===== config.mk =====
export PLATFORM = sky130hd
export DESIGN_NAME = dbus_arbiter_flat
export DESIGN_NICKNAME = d
export VERILOG_FILES = /design/src/rtl/dbus_arbiter_if.sv /design/src/rtl/dbus_arbiter.sv /design/src/flat_wrapper.sv
export SDC_FILE = /design/constraint.sdc
export NUM_CORES = 1
export LEC_CHECK = 0
export CAP_MARGIN = 20
export CORE_AREA = 2 2 122 124
export CTS_BUF_LIST = sky130_fd_sc_hd__clkbuf_2
export DETAILED_ROUTE_END_ITERATION = 6
export DIE_AREA = 0 0 124 126
export GPL_TIMING_DRIVEN = 0
export PLACE_DENSITY = 0.71
export SYNTH_ARGS = -nofsm -noshare
export SYNTH_HDL_FRONTEND = slang
export SYNTH_SLANG_ARGS = --single-unit

===== constraint.sdc =====
create_clock -name clk -period 3.9 [get_ports clk]
set_clock_uncertainty 0.05 [all_clocks]
set_input_delay 0.585 -clock clk [delete_from_list [all_inputs] [get_ports clk]]
set_output_delay 0.585 -clock clk [all_outputs]
set_load 0.01 [all_outputs]

===== src/rtl/dbus_arbiter_if.sv =====
// Generic data-bus channel: one requester-to-slave transfer path.
// The requester drives master; the slave side (or the arbiter facing a requester) uses slave.
interface dbus_arbiter_if #(
   parameter int AW = 32,
   parameter int DW = 32
);
   logic            req;
   logic [AW-1:0]   addr;
   logic            we;
   logic [DW/8-1:0] wstrb;
   logic [DW-1:0]   wdata;
   logic            ack;
   logic            err;
   logic [DW-1:0]   rdata;

   modport master (output req, addr, we, wstrb, wdata, input ack, err, rdata);
   modport slave  (input req, addr, we, wstrb, wdata, output ack, err, rdata);
endinterface


===== src/rtl/dbus_arbiter.sv =====
// Two-requester round-robin arbiter onto one shared slave, with a per-transfer
// wait timeout that returns a bus error when the slave never acknowledges.
module dbus_arbiter #(
   parameter int AW      = 32,
   parameter int DW      = 32,
   parameter int TIMEOUT = 255
) (
   input  logic          clk,
   input  logic          rst_n,
   dbus_arbiter_if.slave  m0,
   dbus_arbiter_if.slave  m1,
   dbus_arbiter_if.master s
);

   typedef enum logic [1:0] {IDLE, BUSY0, BUSY1} state_t;

   localparam logic [7:0] TIMEOUT_CNT = 8'(TIMEOUT);

   state_t          state, state_nxt;
   logic            last_grant, last_grant_nxt;
   logic            grant0, grant1, done;
   logic [7:0]      wait_cnt;
   logic            req_q;
   logic [AW-1:0]   addr_q;
   logic            we_q;
   logic [DW/8-1:0] wstrb_q;
   logic [DW-1:0]   wdata_q;

   always_ff @(posedge clk or negedge rst_n) begin
      if (!rst_n) begin
         state      <= IDLE;
         last_grant <= 1'b1;
      end else begin
         state      <= state_nxt;
         last_grant <= last_grant_nxt;
      end
   end

   // last_grant=1 means m1 finished most recently, so m0 wins the next tie.
   always_comb begin
      state_nxt      = state;
      last_grant_nxt = last_grant;
      grant0         = 1'b0;
      grant1         = 1'b0;
      done           = 1'b0;
      case (state)
         IDLE: begin
            if (m0.req && (!m1.req || last_grant)) begin
               grant0    = 1'b1;
               state_nxt = BUSY0;
            end else if (m1.req) begin
               grant1    = 1'b1;
               state_nxt = BUSY1;
            end
         end
         BUSY0, BUSY1: begin
            if (s.ack || (wait_cnt == TIMEOUT_CNT)) begin
               done           = 1'b1;
               state_nxt      = IDLE;
               last_grant_nxt = (state == BUSY1);
            end
         end
         default: state_nxt = IDLE;
      endcase
   end

   always_ff @(posedge clk or negedge rst_n) begin
      if (!rst_n) begin
         req_q    <= 1'b0;
         addr_q   <= '0;
         we_q     <= 1'b0;
         wstrb_q  <= '0;
         wdata_q  <= '0;
         wait_cnt <= '0;
      end else if (grant0) begin
         req_q    <= 1'b1;
         addr_q   <= m0.addr;
         we_q     <= m0.we;
         wstrb_q  <= m0.wstrb;
         wdata_q  <= m0.wdata;
         wait_cnt <= '0;
      end else if (grant1) begin
         req_q    <= 1'b1;
         addr_q   <= m1.addr;
         we_q     <= m1.we;
         wstrb_q  <= m1.wstrb;
         wdata_q  <= m1.wdata;
         wait_cnt <= '0;
      end else if (done) begin
         req_q <= 1'b0;
      end else if (state != IDLE) begin
         wait_cnt <= wait_cnt + 8'd1;
      end
   end

   assign s.req   = req_q;
   assign s.addr  = addr_q;
   assign s.we    = we_q;
   assign s.wstrb = wstrb_q;
   assign s.wdata = wdata_q;

   // A real slave ack beats a coincident timeout; a timeout alone reports err with zero data.
   assign m0.ack   = (state == BUSY0) && done;
   assign m1.ack   = (state == BUSY1) && done;
   assign m0.err   = m0.ack && (s.ack ? s.err : 1'b1);
   assign m1.err   = m1.ack && (s.ack ? s.err : 1'b1);
   assign m0.rdata = (m0.ack && s.ack) ? s.rdata : '0;
   assign m1.rdata = (m1.ack && s.ack) ? s.rdata : '0;

endmodule


===== src/flat_wrapper.sv =====
// flat-port wrapper written by rule: the top's interface ports become plain ports
module dbus_arbiter_flat 
#(
   parameter int AW      = 32,
   parameter int DW      = 32,
   parameter int TIMEOUT = 255
)
  (clk, rst_n, m0_req, m0_addr, m0_we, m0_wstrb, m0_wdata, m0_ack, m0_err, m0_rdata, m1_req, m1_addr, m1_we, m1_wstrb, m1_wdata, m1_ack, m1_err, m1_rdata, s_req, s_addr, s_we, s_wstrb, s_wdata, s_ack, s_err, s_rdata);
  dbus_arbiter_if #(.AW(AW), .DW(DW)) m0_i ();
  dbus_arbiter_if #(.AW(AW), .DW(DW)) m1_i ();
  dbus_arbiter_if #(.AW(AW), .DW(DW)) s_i ();
  input  logic clk;
  input  logic rst_n;
  input wire logic [$bits(m0_i.req)-1:0] m0_req;
  input wire logic [$bits(m0_i.addr)-1:0] m0_addr;
  input wire logic [$bits(m0_i.we)-1:0] m0_we;
  input wire logic [$bits(m0_i.wstrb)-1:0] m0_wstrb;
  input wire logic [$bits(m0_i.wdata)-1:0] m0_wdata;
  output wire logic [$bits(m0_i.ack)-1:0] m0_ack;
  output wire logic [$bits(m0_i.err)-1:0] m0_err;
  output wire logic [$bits(m0_i.rdata)-1:0] m0_rdata;
  input wire logic [$bits(m1_i.req)-1:0] m1_req;
  input wire logic [$bits(m1_i.addr)-1:0] m1_addr;
  input wire logic [$bits(m1_i.we)-1:0] m1_we;
  input wire logic [$bits(m1_i.wstrb)-1:0] m1_wstrb;
  input wire logic [$bits(m1_i.wdata)-1:0] m1_wdata;
  output wire logic [$bits(m1_i.ack)-1:0] m1_ack;
  output wire logic [$bits(m1_i.err)-1:0] m1_err;
  output wire logic [$bits(m1_i.rdata)-1:0] m1_rdata;
  output wire logic [$bits(s_i.req)-1:0] s_req;
  output wire logic [$bits(s_i.addr)-1:0] s_addr;
  output wire logic [$bits(s_i.we)-1:0] s_we;
  output wire logic [$bits(s_i.wstrb)-1:0] s_wstrb;
  output wire logic [$bits(s_i.wdata)-1:0] s_wdata;
  input wire logic [$bits(s_i.ack)-1:0] s_ack;
  input wire logic [$bits(s_i.err)-1:0] s_err;
  input wire logic [$bits(s_i.rdata)-1:0] s_rdata;
  assign m0_i.req = m0_req;
  assign m0_i.addr = m0_addr;
  assign m0_i.we = m0_we;
  assign m0_i.wstrb = m0_wstrb;
  assign m0_i.wdata = m0_wdata;
  assign m0_ack = m0_i.ack;
  assign m0_err = m0_i.err;
  assign m0_rdata = m0_i.rdata;
  assign m1_i.req = m1_req;
  assign m1_i.addr = m1_addr;
  assign m1_i.we = m1_we;
  assign m1_i.wstrb = m1_wstrb;
  assign m1_i.wdata = m1_wdata;
  assign m1_ack = m1_i.ack;
  assign m1_err = m1_i.err;
  assign m1_rdata = m1_i.rdata;
  assign s_req = s_i.req;
  assign s_addr = s_i.addr;
  assign s_we = s_i.we;
  assign s_wstrb = s_i.wstrb;
  assign s_wdata = s_i.wdata;
  assign s_i.ack = s_ack;
  assign s_i.err = s_err;
  assign s_i.rdata = s_rdata;
  dbus_arbiter #(.AW(AW), .DW(DW), .TIMEOUT(TIMEOUT)) u_core (.clk(clk), .rst_n(rst_n), .m0(m0_i), .m1(m1_i), .s(s_i));
endmodule

# After elaboration in Yosys (flattened, before gate mapping)
# Cells that the tools add are included.
[word_totals]
output_inout_bits = 138
elab_cells = 63
regBits = 81
in_bits = 176
[classes]
n_reduce_logical = 19
addsub = 1
n_eq_ne = 6
muxes = 29
[ops]
columns = ["cell", "count"]
rows = [
  ["2-to-1 mux 32 bit", 6],
  ["2-to-1 mux 8 bit", 4],
  ["2-to-1 mux 1 bit", 13],
  ["adder 8 x 1 -> 8 bit, second input constant", 1],
  ["equality test 8 bit, second input constant", 1],
  ["2-to-1 mux 4 bit", 2],
  ["logical AND 1 bit", 7],
  ["2-to-1 mux 2 bit", 3],
  ["AND reduction 2 bit", 3],
  ["nonzero test 3 bit", 2],
  ["case mux 2 bit (2 select lines)", 1],
  ["nonzero test 2 bit", 2],
  ["!= test 3 x 1 -> 1 bit, second input constant", 1],
  ["!= test 3 x 2 -> 1 bit, second input constant", 1],
  ["equality test 2 x 1 -> 1 bit, second input constant", 1],
  ["equality test 2 bit, second input constant", 1],
  ["logical NOT 2 bit", 1],
  ["logical OR 1 bit", 2],
  ["!= test 2 x 1 -> 1 bit, second input constant", 1],
  ["OR reduction 2 bit", 1],
  ["logical NOT 1 bit", 1],
]

# Longest topological paths before layout
[logic_depth]
depth_word = 7
depth_mapped = 8

# Least setup slack after synthesis
# OpenSTA, ideal clock, no wires.
[synth_path]
kind = "reg2out"
startpoint = "register u_core.state[0]"
endpoint = "output port m0_rdata[10]"
path_buffers = 1
arrival_ns = 1.341
path_slack_ns = 1.924
stages_incl_launch_ff = 6
path_cell_list = "dfrtp_1 > inv_1 > ha_1 > and3_1 > clkbuf_1 > and2_1"
[synth_between]
elab_chain_cells = 6
elab_cells_between_ends = 7
classes_between = "eq/ne (2); mux (2); reduce/logical (3)"
[synth_rtl]
columns = ["item", "line_no", "text"]
rows = [
  ["from (decl)", "dbus_arbiter.sv:19", "state_t state, state_nxt;"],
  ["from (signal assigned)", "dbus_arbiter.sv:34", "state <= state_nxt;"],
  ["equality test 2 x 1 -> 1 bit or equality test 2 bit (tied branches)", "dbus_arbiter.sv:46, dbus_arbiter.sv:103", ""],
  ["OR reduction 2 bit", "dbus_arbiter.sv:46", "case (state)"],
  ["2-to-1 mux 1 bit", "dbus_arbiter.sv:46", ""],
  ["logical AND 1 bit (*)", "dbus_arbiter.sv:103", "assign m0.ack = (state == BUSY0) && done;"],
  ["logical AND 1 bit (*)", "dbus_arbiter.sv:107", "assign m0.rdata = (m0.ack && s.ack) ? s.rdata : '0;"],
  ["2-to-1 mux 32 bit (*)", "dbus_arbiter.sv:107", ""],
  ["to (decl)", "flat_wrapper.sv:21", "output wire logic [$bits(m0_i.rdata)-1:0] m0_rdata;"],
]
# Every way passes the cells marked *; elsewhere a longest branch is shown, timed or not.

# Worst setup path in the final report
[layout_path]
startpoint = "register u_core.state[0]"
endpoint = "output port m0_rdata[22]"
# Same word-level chain as after synthesis.

==> summary.txt <==
Synthesis
  • Mapped Area: roughly 0.0042 sq mm
  • Sequential cell area fraction in the yosys report: 47.9%
  • Post-Syn Nets: roughly 700
  • Synthesis-stage register bit count: 81
  • Synth area leader: dfrtp_1
  • Top cells by area, synth: dfrtp_1 (47%), and2_1 (9.5%), a21oi_1 (8.6%), o21ai_1 (7.8%), nand2_1 (6.7%)
  • Average size of a mapped cell: between 8 and 9 sq um
  • Largest family of logic cells by synthesized area: simple AND/OR/NAND/NOR gates
  • Fraction of synthesized area in multiplexers: 0.502%
  • Mapped Cells: 522
  • Synth Area in Adders: 1.18%
  • Yosys warns: 0
  • Synth unique cells: 32
  • Post-synthesis compound-gate area fraction: 20.2%
  • Simple-gate share of the synthesized area: 25.0%
  • Synth top area share: 47.3%
  • Synth Area in XOR/XNOR: 0%

Critical path
  • CP startpoint kind: flop
  • Worst path bufs/invs: 3
  • CP endpoint kind: primary output
  • Reg-to-Reg End: u_core.s.addr[7]
  • Crit Path Max Fanout: 10
  • Worst path top cell family by delay: buffers and inverters
  • Reg2reg start: u_core.state[0]
  • R2R cell count: 6
  • WP data required: 3260 ps
  • CP max stage delay: 540 ps
  • Crit path kind: reg -> out
  • Crit path max-delay cell type: clkdlybuf4s50_1
  • WP data arrival: around 2800 ps
  • Worst reg-to-reg setup slack: 1830 ps
  • Crit path cell chain: inv_1 > ha_1 > and3_1 > clkbuf_1 > and2_1 > clkdlybuf4s50_1

Clock tree
  • CTS tree: yes
  • Total CTS buffers: 9
  • Clock sinks: 81
  • Maximum buffer depth of the clock tree: 2
  • Clock slew at reported path FFs: 220 ps
  • Htree depth: 3
  • CTS root buffer: clkbuf_2
  • Later-pin clock latency in the skew report: 530 ps

Cells and area
  • Synthesis-to-layout area growth: 85.2%
  • Commonest cells after routing, fill and taps aside: clkdlybuf4s50_1 (312), dfrtp_1 (80), nand2_1 (76)
  • Final #Nets: 1028
  • Most common cell after layout, fill and taps aside: clkdlybuf4s50_1
  • Fin cells: 1039
  • Fraction of layout cells with a size suffix above 1: between 5 and 6%

Floorplan
  • # IOs: 314
  • Die Span Y: 126 um
  • FP Rows: 44
  • Core Area: 0.0143 sq mm
  • DIE WIDTH: 124 um
  • Die Footprint: approximately 0.016 sq mm
  • Starting Density: 29.6%

Routing
  • Via Count: roughly 4800
  • DR DRC count: 0
  • Detailed-route wire length: 16.7 mm
  • Final ANT Viol Nets: 0
  • WL/cell: 16.0 um
  • First-pass detailed-route iteration total: 4
  • Initial DRC count: 179
  • Vias per inst: 4.67

Placed design
  • Placed insts: 1020
  • Count of input and output buffers: 313
  • Gpl congestion: 0.818
  • HPWL after detailed placement: 13.2 mm

Job
  • Max-Cap Viols: 0

Power and ir drop
  • P_leak: approximately 3.3 nW
  • Peak VDD IR: 0.000304 V
  • Pwr Density: 617 mW/mm^2

GRT
  • GRT overflow: 0
  • Vias in the first global route: 4746
  • Initial antenna violation count: 2
  • GRT Overall Usage: 20.9%
  • Largest net degree at the start of global routing: 44
  • First-pass GRT wire length: 24.8 mm

Timing
  • Final Hold Fails: 0
  • Period utilization: 87.6%
  • Slew HR: 56.4%
  • Final Setup Violations: 0
  • Fmax: 293 MHz
  • Slew Limit Fails: 0
  • Worst Tran Pin Value: 649 ps
  • Setup TNS: 0 ps
  • Final min period: 3420 ps
  • RSZ-0062 raised after global routing: no

Status
  • Run status: complete, no violations

Worst hold path
  • Hold path endpoint: u_core.wait_cnt[7]
  • Hold WC Path Type: reg -> reg
  • Worst hold path depth: 1
  • Worst Hold Launch: u_core.wait_cnt[7]
cells in the mapped netlist:
master,instances
o31ai_1,3
o211ai_1,3
ha_1,4
buf_4,3
and2_2,1
nand3_1,3
and2_1,64
nor4_1,1
nand2_1,76
nand4_1,2
o21ai_0,9
o211a_1,1
buf_6,1
o21ai_1,66
mux2i_1,1
nand2b_1,3
a21oi_1,73
o21ai_2,1
buf_2,23
and3_2,1
a21oi_2,1
o41ai_1,2
o311ai_0,2
nand3_2,1
inv_1,8
dfrtp_1,80
and3_1,6
mux2_2,1
nor2_1,69
clkbuf_1,11
dfstp_2,1
o21a_1,1
what timing repair did:
item                                    in CTS  in global routing
hold buffers                                 1                  0
hold endpoints to repair                    37                  0
resized for setup                            0                  0
setup buffers                                0                  0
endpoints found under the setup margin       0                  0
kinds of logic (layout without fill, tap and decap cells):
logic type / after synthesis / after routing
fa+ha+maj: 4 / 4
other cells: 0 / 2
flops: 81 / 81
simple gates: 227 / 227
mux: 2 / 2
buf+inv: 46 / 377
compound gates: 162 / 162
cell type report:
type,instances,area [sq um]
multi-input cells,395,1990
inverters,8,30.0
flip-flops and latches,81,2030
clock buffers,10,50.0
repair buffers,315,3170
diodes,2,5.00
clock inverters,6,154
well taps,184,230
plain buffers,38,190
fillers,1399,6470
power breakdown:
group	leakage (nW)	switching, W	internal (W)
logic	2.17	0.00134	0.00135
clock network	0.114	0.000305	0.000405
registers	0.986	0.000208	0.00123
through the flow:
step	utilization [%]	hold WS (ps)	total power, W	cell area (sq um)	setup slack, ps
after global placement	53.1	415	0.00414	7600	-933
after global routing	54.8	465	0.00521	7840	249
after CTS	54.8	459	0.00489	7840	394
after floorplan	-	239	0.00271	4240	1920
final	54.8	459	0.00484	7840	485
after detailed placement	53.3	419	0.00418	7620	730
metal layers:
metal | wire length [um] | global-route usage, %
met3 | 1660 | 6.66
met5 | 0 | 0
met2 | 8510 | 37.8
met4 | 439 | 8.46
met1 | 6070 | 22.0
flip-flops by register name (all words and copies together), names as in the netlist:
signal and cells:
u_core.s.wstrb 4, u_core.s.wdata 32, u_core.s.req 1, u_core.s.addr 32, u_core.state 2, u_core.wait_cnt 8, u_core.last_grant 1, u_core.s.we 1
worst max-delay path by stage:
| stage | startpoint | endpoint | slack [ps] | depth (start not counted) |
|---|---|---|---|---|
| after floorplan | u_core.state[0] | m0_rdata[10] | 1920 | 5 |
| after global placement | rst_n | u_core.s.wdata[29] | -930 | 1 |
| after detailed placement | s_ack | m0_rdata[22] | 730 | 5 |
| after CTS | u_core.state[0] | m0_rdata[22] | 390 | 6 |
| after global routing | u_core.state[0] | m0_rdata[24] | 250 | 6 |
| final | u_core.state[0] | m0_rdata[22] | 480 | 6 |
No activity file was read; power rests on OpenSTA's default activity.
